### src/rtl/ifetch_align.sv
// Instruction fetch aligner: streams imem words through a 6-halfword queue and
// emits naturally aligned 16/32-bit RISC-V instructions with their byte PCs.
module ifetch_align #(
  parameter int unsigned ADDR_WIDTH = 9,
  parameter int unsigned RESET_PC   = 0
) (
  input  logic                  clk,
  input  logic                  rst_n,
  output logic [ADDR_WIDTH-1:0] imem_addr,
  input  logic [31:0]           imem_dout,
  input  logic                  redirect_valid,
  input  logic [ADDR_WIDTH+1:0] redirect_pc,
  output logic                  instr_valid,
  input  logic                  instr_ready,
  output logic [31:0]           instr,
  output logic [ADDR_WIDTH+1:0] instr_pc,
  output logic                  instr_is_rvc
);

  localparam int unsigned PCW = ADDR_WIDTH + 2;
  localparam int unsigned QD  = 6;
  localparam logic [PCW-1:0] RST_PC = PCW'(RESET_PC);

  logic [QD-1:0][15:0]   q, q_sh, q_nxt;
  logic [2:0]            cnt, cnt_nxt, base;
  logic [3:0]            cnt_sum;
  logic [ADDR_WIDTH-1:0] fwa, fwa_nxt;
  logic [PCW-1:0]        pc, pc_nxt;
  logic                  inflight, inflight_nxt;
  logic                  drop_low, drop_low_nxt;
  logic                  h0_rvc, issue, xfer;
  logic [1:0]            n_push, n_pop;
  logic                  unused_bits;

  assign unused_bits = redirect_pc[0];

  // Decode-side view of the queue head
  assign h0_rvc       = q[0][1:0] != 2'b11;
  assign instr_valid  = !redirect_valid && ((cnt >= 3'd2) || (cnt == 3'd1 && h0_rvc));
  assign instr        = h0_rvc ? {16'h0000, q[0]} : {q[1], q[0]};
  assign instr_is_rvc = h0_rvc;
  assign instr_pc     = pc;
  assign imem_addr    = fwa;
  assign xfer         = instr_valid && instr_ready;

  // Next-state: issue, push, pop, with redirect overriding everything
  always_comb begin
    issue        = 1'b0;
    n_push       = 2'd0;
    n_pop        = 2'd0;
    cnt_sum      = 4'(cnt);
    base         = cnt;
    q_sh         = q;
    q_nxt        = q;
    cnt_nxt      = cnt;
    fwa_nxt      = fwa;
    pc_nxt       = pc;
    inflight_nxt = 1'b0;
    drop_low_nxt = drop_low;

    if (redirect_valid) begin
      cnt_nxt      = 3'd0;
      fwa_nxt      = redirect_pc[PCW-1:2];
      pc_nxt       = {redirect_pc[PCW-1:1], 1'b0};
      drop_low_nxt = redirect_pc[1];
    end else begin
      // Issue only if the queue can absorb everything already requested
      issue  = (4'(cnt) + (inflight ? 4'd2 : 4'd0)) <= 4'd4;
      n_push = inflight ? (drop_low ? 2'd1 : 2'd2) : 2'd0;
      n_pop  = xfer ? (h0_rvc ? 2'd1 : 2'd2) : 2'd0;

      q_sh = q >> {n_pop, 4'b0000};
      base = 3'(cnt - 3'(n_pop));
      q_nxt = q_sh;
      for (int i = 0; i < QD; i++) begin
        if (n_push == 2'd2 && 3'(i) == base)             q_nxt[i] = imem_dout[15:0];
        if (n_push == 2'd2 && 3'(i) == 3'(base + 3'd1))  q_nxt[i] = imem_dout[31:16];
        if (n_push == 2'd1 && 3'(i) == base)             q_nxt[i] = imem_dout[31:16];
      end

      cnt_sum      = 4'(cnt) + 4'(n_push) - 4'(n_pop);
      cnt_nxt      = 3'(cnt_sum);
      fwa_nxt      = issue ? ADDR_WIDTH'(fwa + 1'b1) : fwa;
      pc_nxt       = xfer ? PCW'(pc + (h0_rvc ? PCW'(2) : PCW'(4))) : pc;
      inflight_nxt = issue;
      if (inflight) drop_low_nxt = 1'b0;
    end
  end

  always_ff @(posedge clk) begin
    if (!rst_n) begin
      q        <= '0;
      cnt      <= 3'd0;
      fwa      <= RST_PC[PCW-1:2];
      pc       <= {RST_PC[PCW-1:1], 1'b0};
      inflight <= 1'b0;
      drop_low <= RST_PC[1];
    end else begin
      assert (cnt_sum <= 4'(QD));
      q        <= q_nxt;
      cnt      <= cnt_nxt;
      fwa      <= fwa_nxt;
      pc       <= pc_nxt;
      inflight <= inflight_nxt;
      drop_low <= drop_low_nxt;
    end
  end

endmodule

### config.mk
export PLATFORM = sky130hd
export DESIGN_NAME = ifetch_align
export DESIGN_NICKNAME = d
export VERILOG_FILES = /design/src/rtl/ifetch_align.sv
export SDC_FILE = /design/constraint.sdc
export NUM_CORES = 1
export LEC_CHECK = 0
export ABC_AREA = 1
export CAP_MARGIN = 20
export CORE_UTILIZATION = 62
export DETAILED_ROUTE_END_ITERATION = 12
export PLACE_DENSITY_LB_ADDON = 0.25
export SYNTH_ARGS = -nofsm -noshare
export SYNTH_HDL_FRONTEND = slang
export SYNTH_SLANG_ARGS = --single-unit
export TNS_END_PERCENT = 20
### constraint.sdc
create_clock -name clk -period 11.8 [get_ports clk]
set_clock_uncertainty 0.2 [all_clocks]
set_input_delay 2.95 -clock clk [delete_from_list [all_inputs] [get_ports clk]]
set_output_delay 2.95 -clock clk [all_outputs]
set_load 0.005 [all_outputs]
==> summary.md, run 1 <==
| Metric | Value |
|---|---|
| Status | finished clean |
| Synth area leaders | dfxtp_1 (28%), nand2_1 (18%), a21oi_1 (11%) |
| Hold path start | q[93]$_SDFFE_PN0N_ |
| Fin Setup TNS | 0 ps |
| Mapped Nets | about 1,500 |
| I/O pins | ~100 |
| Yosys top cell area share | ~28% |
| Endpoints failing hold | 0 |
| YS warnings | 0 |
| Ant. Diodes | 0 |
| CP arrival | 4740 ps |
| Overflow after GRT | 0 |
| Initial antenna violation count | 0 |
| Worst setup path class | in2out |
| Core Footprint | about 13,000 um^2 |
| Area Overhead vs Synth | 15.66% |
| Final ANT Viol Nets | 0 |
| HPWL Detailed | approximately 18,000 um |
| PnR worst setup slack | around 4000 ps |
| Reg2Reg Capture Point | q[28]$_SDFFE_PN0P_ |
| Largest net degree at the start of global routing | 64 |
| Fill count | around 1,100 |
| CP max stage delay | 610 ps |
| TritonCTS buffer count | 17 |
| Clk buf depth | 2 |
| CP startpoint | redirect_valid |
| Min Clock Period, post-route | a little under 8000 ps |
| Die Wd | 119.0 um |
| PortBufs | 98 |
| Post-synthesis sequential area ratio | roughly 28% |
| Drt first pass iters | 6 |
| RSZ-0062 raised after global routing | false |
| Slowest-stage cell, CP | clkdlybuf4s50_1 |
| Max Clock Freq | 126.8 MHz |
| Vias post-DR | about 9,600 |
| Final cycle utilization of the critical path | between 60% and 70% |
| Slew at the pin with the worst max-slew slack | 838.9 ps |
| Cell Pwr Density | around 120 nW/um^2 |
| Post-CTS Repair Setup Buffers | 0 |
| Delay-heaviest family, CP | buffers and inverters |
| Sinks on Clock Net | 120 |
| Final setup vio count | 0 |
| Lkg Pwr | between 0.004 and 0.005 uW |
| FF-to-FF path depth | 16 |
| Setup crit end kind | output pin |
| Final Net Count | 1,516 |
| Core Rows | 42 |
| Crit start category | input pin |
| CP Data Required Time | between 8000 and 9000 ps |
| Clock slew at reported path FFs | approximately 50 ps |
| Crit path cell chain | clkdlybuf4s50_1 -> buf_4 -> a21oi_1 -> clkdlybuf4s50_1 |
| Mapped Cells | ~1,400 |
| Root Driver | clkbuf_16 |
| Mean Syn Cell Area | slightly below 6 um^2 |
| Min-Delay Endpoint | q[93]$_SDFFE_PN0N_ |
| Hold Buf Count CTS | 0 |
| Post-synth EDFFs | 0 |
| Share of cells above drive strength 1 | a little over 5% |
| Critical path buffer and inverter count | 3 |
| Place WS | roughly 4000 ps |
| Worst vdd ir | 105.9 uV |
| Hold crit path type | reg2reg |
| First-pass GRT wire length | ~44,000 um |
| CTS tree | done |
| Slew Limit Headroom | between 40 and 50% |
| Synth cell types | 42 |
| Most frequent CP cell | clkdlybuf4s50_1 |
| Worst-skew pair later-pin latency | approximately 440 ps |
| Largest fanout on the critical path | 33 |
| Wirelength per Cell | 16.45 um |
| Commonest non-fill, non-tap cell in the layout | nand2_1 |
| Leading area contributor after synthesis | dfxtp_1 |
| Reg2reg setup slack | approximately 7300 ps |
| Mapped Area | about 8500 um^2 |
| Synthesized flop and latch total | between 100 and 150 |
| GP Congestion | about 0.92 |
| Final Max Slew Viols | 0 |
| Min-Delay Path Depth | 2 |
| Routed WL | around 27,000 um |
| Post-synth ARST share | 0% |
| Total GRT Usage | roughly two fifths |
| CTS H-tree depth | 4 |
| DRT iter0 DRCs | between 1,000 and 1,500 |
| Most frequent cells in the layout | nand2_1 (416), a21oi_1 (194), inv_1 (166), nand3_1 (126), dfxtp_1 (120) |
| Vias in the first global route | ~9,000 |
| Top FF cell, synth | dfxtp_1 |
| Die H | about 120 um |
| Max Cap Viol | 0 |
| Die ar. | 14,150 um^2 |
| DRC violations left | 0 |
| Worst reg2reg startpoint | q[1]$_SDFFE_PN0P_ |
| Power, Total | 1182 uW |
| Initial core utilization | between 60% and 70% |
| # resized after CTS | 0 |
| Vias/cell | roughly 5.9 |
cells by family after synthesis:
kind of cell / synth area share [%]
simple gates: 32.58
compound gates: 20.93
buf+inv: 14.47
flops: 28.32
fa+ha+maj: 2.419
xor+xnor: 1.239
other cells: 0.04421
cell type report:
cell class,instances,area (um^2),share of cell area (%)
multi-input cells,1023,4865,49.58
flip-flops and latches,120,2402,24.48
repair buffers,112,1114,11.35
inverters,181,680.7,6.937
clock buffers,25,485.5,4.948
well taps,176,220.2,2.244
clock inverters,4,45.04,0.4591
synth_stat cells, drive strengths merged (2+ instances only):
library cell and n:
a21oi 195, a31oi 10, buf 72, clkbuf 28
clkinv 4, dfxtp 120, fa 4, ha 10
inv 177, nand2 420, nand3 131, nand3b 2
nand4 10, nor2 95, o211ai 15, o21ai 111
o21bai 4, or2 3, xnor2 3, xor2 6
metrics by stage:
step                util, %  cells  cell area [um^2]  hold slack, ps
floorplan                 -   1424              8483           257.6
detailed placement    69.60   1611              9254           289.2
global route          73.80   1641              9812           308.3
CTS                   73.59   1640              9784           297.4
finish                73.80   1641              9812           300.3
global placement      69.49   1610              9239           279.1
flip-flops by register name, indices dropped and copies added (netlist names):
register   count
q             96
instr_pc      10
imem_addr      9
cnt            3
drop_low       1
inflight       1
worst reg2reg max path, delay by kind of cell, from the launching register on:
family	cells	cell delay, ps
and+or+nand+nor	7	1400
adders and majority gates	2	810
buffers and inverters	5	790
AOI/OAI and AO/OA	1	640
DFF	1	330
xor gates and xnor gates	1	310
power by group:
group | internal, uW | total, uW | switching (uW)
Combinational | 90.9 | 240 | 149
Clock | 301 | 488 | 187
Sequential | 433 | 454 | 21.6
Total | 825 | 1180 | 357
metal layers:
layer,global-route usage (%),vias to the layer above,routed length [um]
met1,43.95,4297,10160
met2,63.93,559,12600
met5,0,-,0
li1,-,4614,-
met3,8.621,144,2227
met4,30.30,0,2015
worst max-delay path by stage:
stage / to / slack (ps) / cells past startpoint
4_1_cts: instr_valid / 3960 / 4
6_report: instr_valid / 3910 / 4
2_1_floorplan: instr_valid / 5440 / 1
3_5_place_dp: instr_valid / 3980 / 4
5_1_grt: instr_valid / 3880 / 4
3_3_place_gp: instr_valid / 3960 / 4
Power figures use the tool's default switching activity.
==> inputs of run 2 (changes only) <==
--- a/config.mk
+++ b/config.mk
@@ -7,7 +7,7 @@
 export LEC_CHECK = 0
 export ABC_AREA = 1
 export CAP_MARGIN = 20
-export CORE_UTILIZATION = 62
+export CORE_UTILIZATION = 57
 export DETAILED_ROUTE_END_ITERATION = 12
 export PLACE_DENSITY_LB_ADDON = 0.25
 export SYNTH_ARGS = -nofsm -noshare
==> constraint.sdc (replaced) <==
create_clock -name clk -period 8 [get_ports clk]
set_clock_uncertainty 0.2 [all_clocks]
set_input_delay 2 -clock clk [delete_from_list [all_inputs] [get_ports clk]]
set_output_delay 2 -clock clk [all_outputs]
set_load 0.005 [all_outputs]
==> run 2 against run 1 <==
Core utilization is 5.9 points lower. Die area is 8.6% higher. Critical path depth is the same. Non-clock buffer count rose by 2. Cell area increased by 0.52%. Hold slack got worse by 2.7 ps. Critical path type unchanged. Largest power group unchanged. Count of clock-buffer cells in the layout shrank 3. Setup slack got worse by 2000 ps. Combinational power up 47%. Final cell count is 0.79% higher. Critical endpoint unchanged. Flip-flop and latch count unchanged. Register-to-register slack lost 3800 ps.
==> summary.md, run 2 (same netlist as run 1, synthesis figures left out) <==
| Metric | Value |
|---|---|
| Status | finished clean |
| Reg2reg setup slack | between 3000 and 4000 ps |
| Final ANT Viol Nets | 0 |
| Crit start category | input pin |
| Fin Setup TNS | 0 ps |
| PortBufs | a little under 100 |
| Worst-skew pair later-pin latency | 420 ps |
| Max Cap Viol | 0 |
| Crit path cell chain | clkdlybuf4s50_1 -> buf_4 -> a21oi_1 -> clkdlybuf4s50_1 |
| Final cycle utilization of the critical path | between 70% and 80% |
| Max Clock Freq | approximately 160 MHz |
| Final Max Slew Viols | 0 |
| Ant. Diodes | 0 |
| First-pass GRT wire length | 42,640 um |
| FF-to-FF path depth | 16 |
| DRC violations left | 0 |
| Routed WL | between 20,000 and 30,000 um |
| Most frequent CP cell | clkdlybuf4s50_1 |
| Vias in the first global route | approximately 8,900 |
| Sinks on Clock Net | 120 |
| Hold path start | q[84]$_SDFFE_PN0N_ |
| Overflow after GRT | 0 |
| Die Wd | 124.0 um |
| Worst vdd ir | 223.8 uV |
| Clk buf depth | 2 |
| Max FFs per register | 96 |
| Largest fanout on the critical path | 32 |
| Min-Delay Path Depth | 2 |
| Slew at the pin with the worst max-slew slack | around 830 ps |
| CP Data Required Time | approximately 5800 ps |
| Worst reg2reg startpoint | q[0]$_SDFFE_PN0P_ |
| Endpoints failing hold | 0 |
| CTS H-tree depth | 4 |
| Post-layout util | 67.86% |
| Most flop-heavy register | q |
| Final setup vio count | 0 |
| Hold crit path type | reg2reg |
| Reg2Reg Capture Point | q[29]$_SDFFE_PN0P_ |
| Drt first pass iters | 7 |
| Initial core utilization | about three fifths |
| I/O pins | 101 |
| Worst setup path class | in2out |
| Clock slew at reported path FFs | approximately 60 ps |
| Final Net Count | around 1,500 |
| Share of cells above drive strength 1 | between 5 and 6% |
| Setup crit end kind | output pin |
| Vias post-DR | 9,617 |
| # resized after CTS | 0 |
| Vias/cell | roughly 5.8 |
| Min Clock Period, post-route | between 6000 and 7000 ps |
| Root Driver | clkbuf_16 |
| Initial antenna violation count | 0 |
| Largest net degree at the start of global routing | 64 |
| Total GRT Usage | 35.96% |
| Wirelength per Cell | around 16 um |
| Hold Buf Count CTS | 0 |
| Commonest non-fill, non-tap cell in the layout | nand2_1 |
| Die H | ~120 um |
| Lkg Pwr | 0.004380 uW |
| Core Rows | 44 |
| TritonCTS buffer count | 17 |
| Cell Pwr Density | about 180 nW/um^2 |
| GP Congestion | just under 0.9 |
| Slew Limit Headroom | approximately 45% |
| Most frequent cells in the layout | nand2_1 (416), a21oi_1 (194), inv_1 (166), nand3_1 (126), dfxtp_1 (120) |
| CP max stage delay | a little over 600 ps |
| CTS tree | done |
| Die ar. | about 15,000 um^2 |
| Power, Total | ~1800 uW |
| HPWL Detailed | between 15,000 and 20,000 um |
| CP arrival | 3890 ps |
| RSZ-0062 raised after global routing | false |
| Post-CTS Repair Setup Buffers | 0 |
| Slowest-stage cell, CP | clkdlybuf4s50_1 |
| Area Overhead vs Synth | 16.27% |
| DRT iter0 DRCs | 1,044 |
| Core Footprint | ~15,000 um^2 |
| Min-Delay Endpoint | q[84]$_SDFFE_PN0N_ |
-- run 2: changes by cell type in the layout (fill, tap and decap cells not counted), sizes merged --
cell      previous run  this run
clkinv               7        11
clkbuf              25        22
bufinv               1         2
buf                 14        16
clkinvlp             0         1
-- run 2: worst max-delay path by stage --
stage                          to           start  slack [ps]  cells after the start
2_1_floorplan  q[53]$_SDFFE_PN0N_     instr_ready        2920                     17
3_3_place_gp   q[25]$_SDFFE_PN0P_  redirect_valid        1820                     16
3_5_place_dp   q[29]$_SDFFE_PN0P_  redirect_valid        1780                     16
4_1_cts               instr_valid  redirect_valid        1960                      4
5_1_grt        q[29]$_SDFFE_PN0P_  redirect_valid        1720                     16
6_report              instr_valid  redirect_valid        1910                      4
-- run 2: power breakdown --
group          total, uW  leakage (uW)  internal (uW)  switching [uW]
clock                744      0.000277            462             282
combinational        353       0.00312            135             219
sequential           670      0.000979            638            31.9
total               1770       0.00438           1230             533
-- run 2: layout make-up --
class / instances / area (um^2)
clock buffers: 22 / 454.2
clock inverters: 10 / 102.6
fillers: 1367 / 4671
inverters: 181 / 680.7
multi-input cells: 1023 / 4865
flip-flops and latches: 120 / 2402
well taps: 184 / 230.2
repair buffers: 114 / 1129
-- run 2: metal layers --
layer	wire length (um)	GRT usage (%)	up-vias
met5	0	0	-
met4	1565	22.54	0
met3	2022	7.555	115
met2	12710	61.42	487
met1	10340	40.82	4377
li1	-	-	4638
-- run 2: critical path: cells and delay by family --
family                 cells  cell delay [ps]
AOI/OAI and AO/OA          1              550
buffers and inverters      3             1330
-- run 2: stage by stage --
stage / cells / hold slack, ps / worst slack (ps) / instance area, um^2
6_report: 1654 / 297.6 / 1913 / 9863
3_5_place_dp: 1620 / 288.5 / 1779 / 9264
5_1_grt: 1654 / 330.0 / 1724 / 9863
2_1_floorplan: 1424 / 257.6 / 2918 / 8483
4_1_cts: 1652 / 296.4 / 1964 / 9821
3_3_place_gp: 1620 / 281.1 / 1823 / 9264
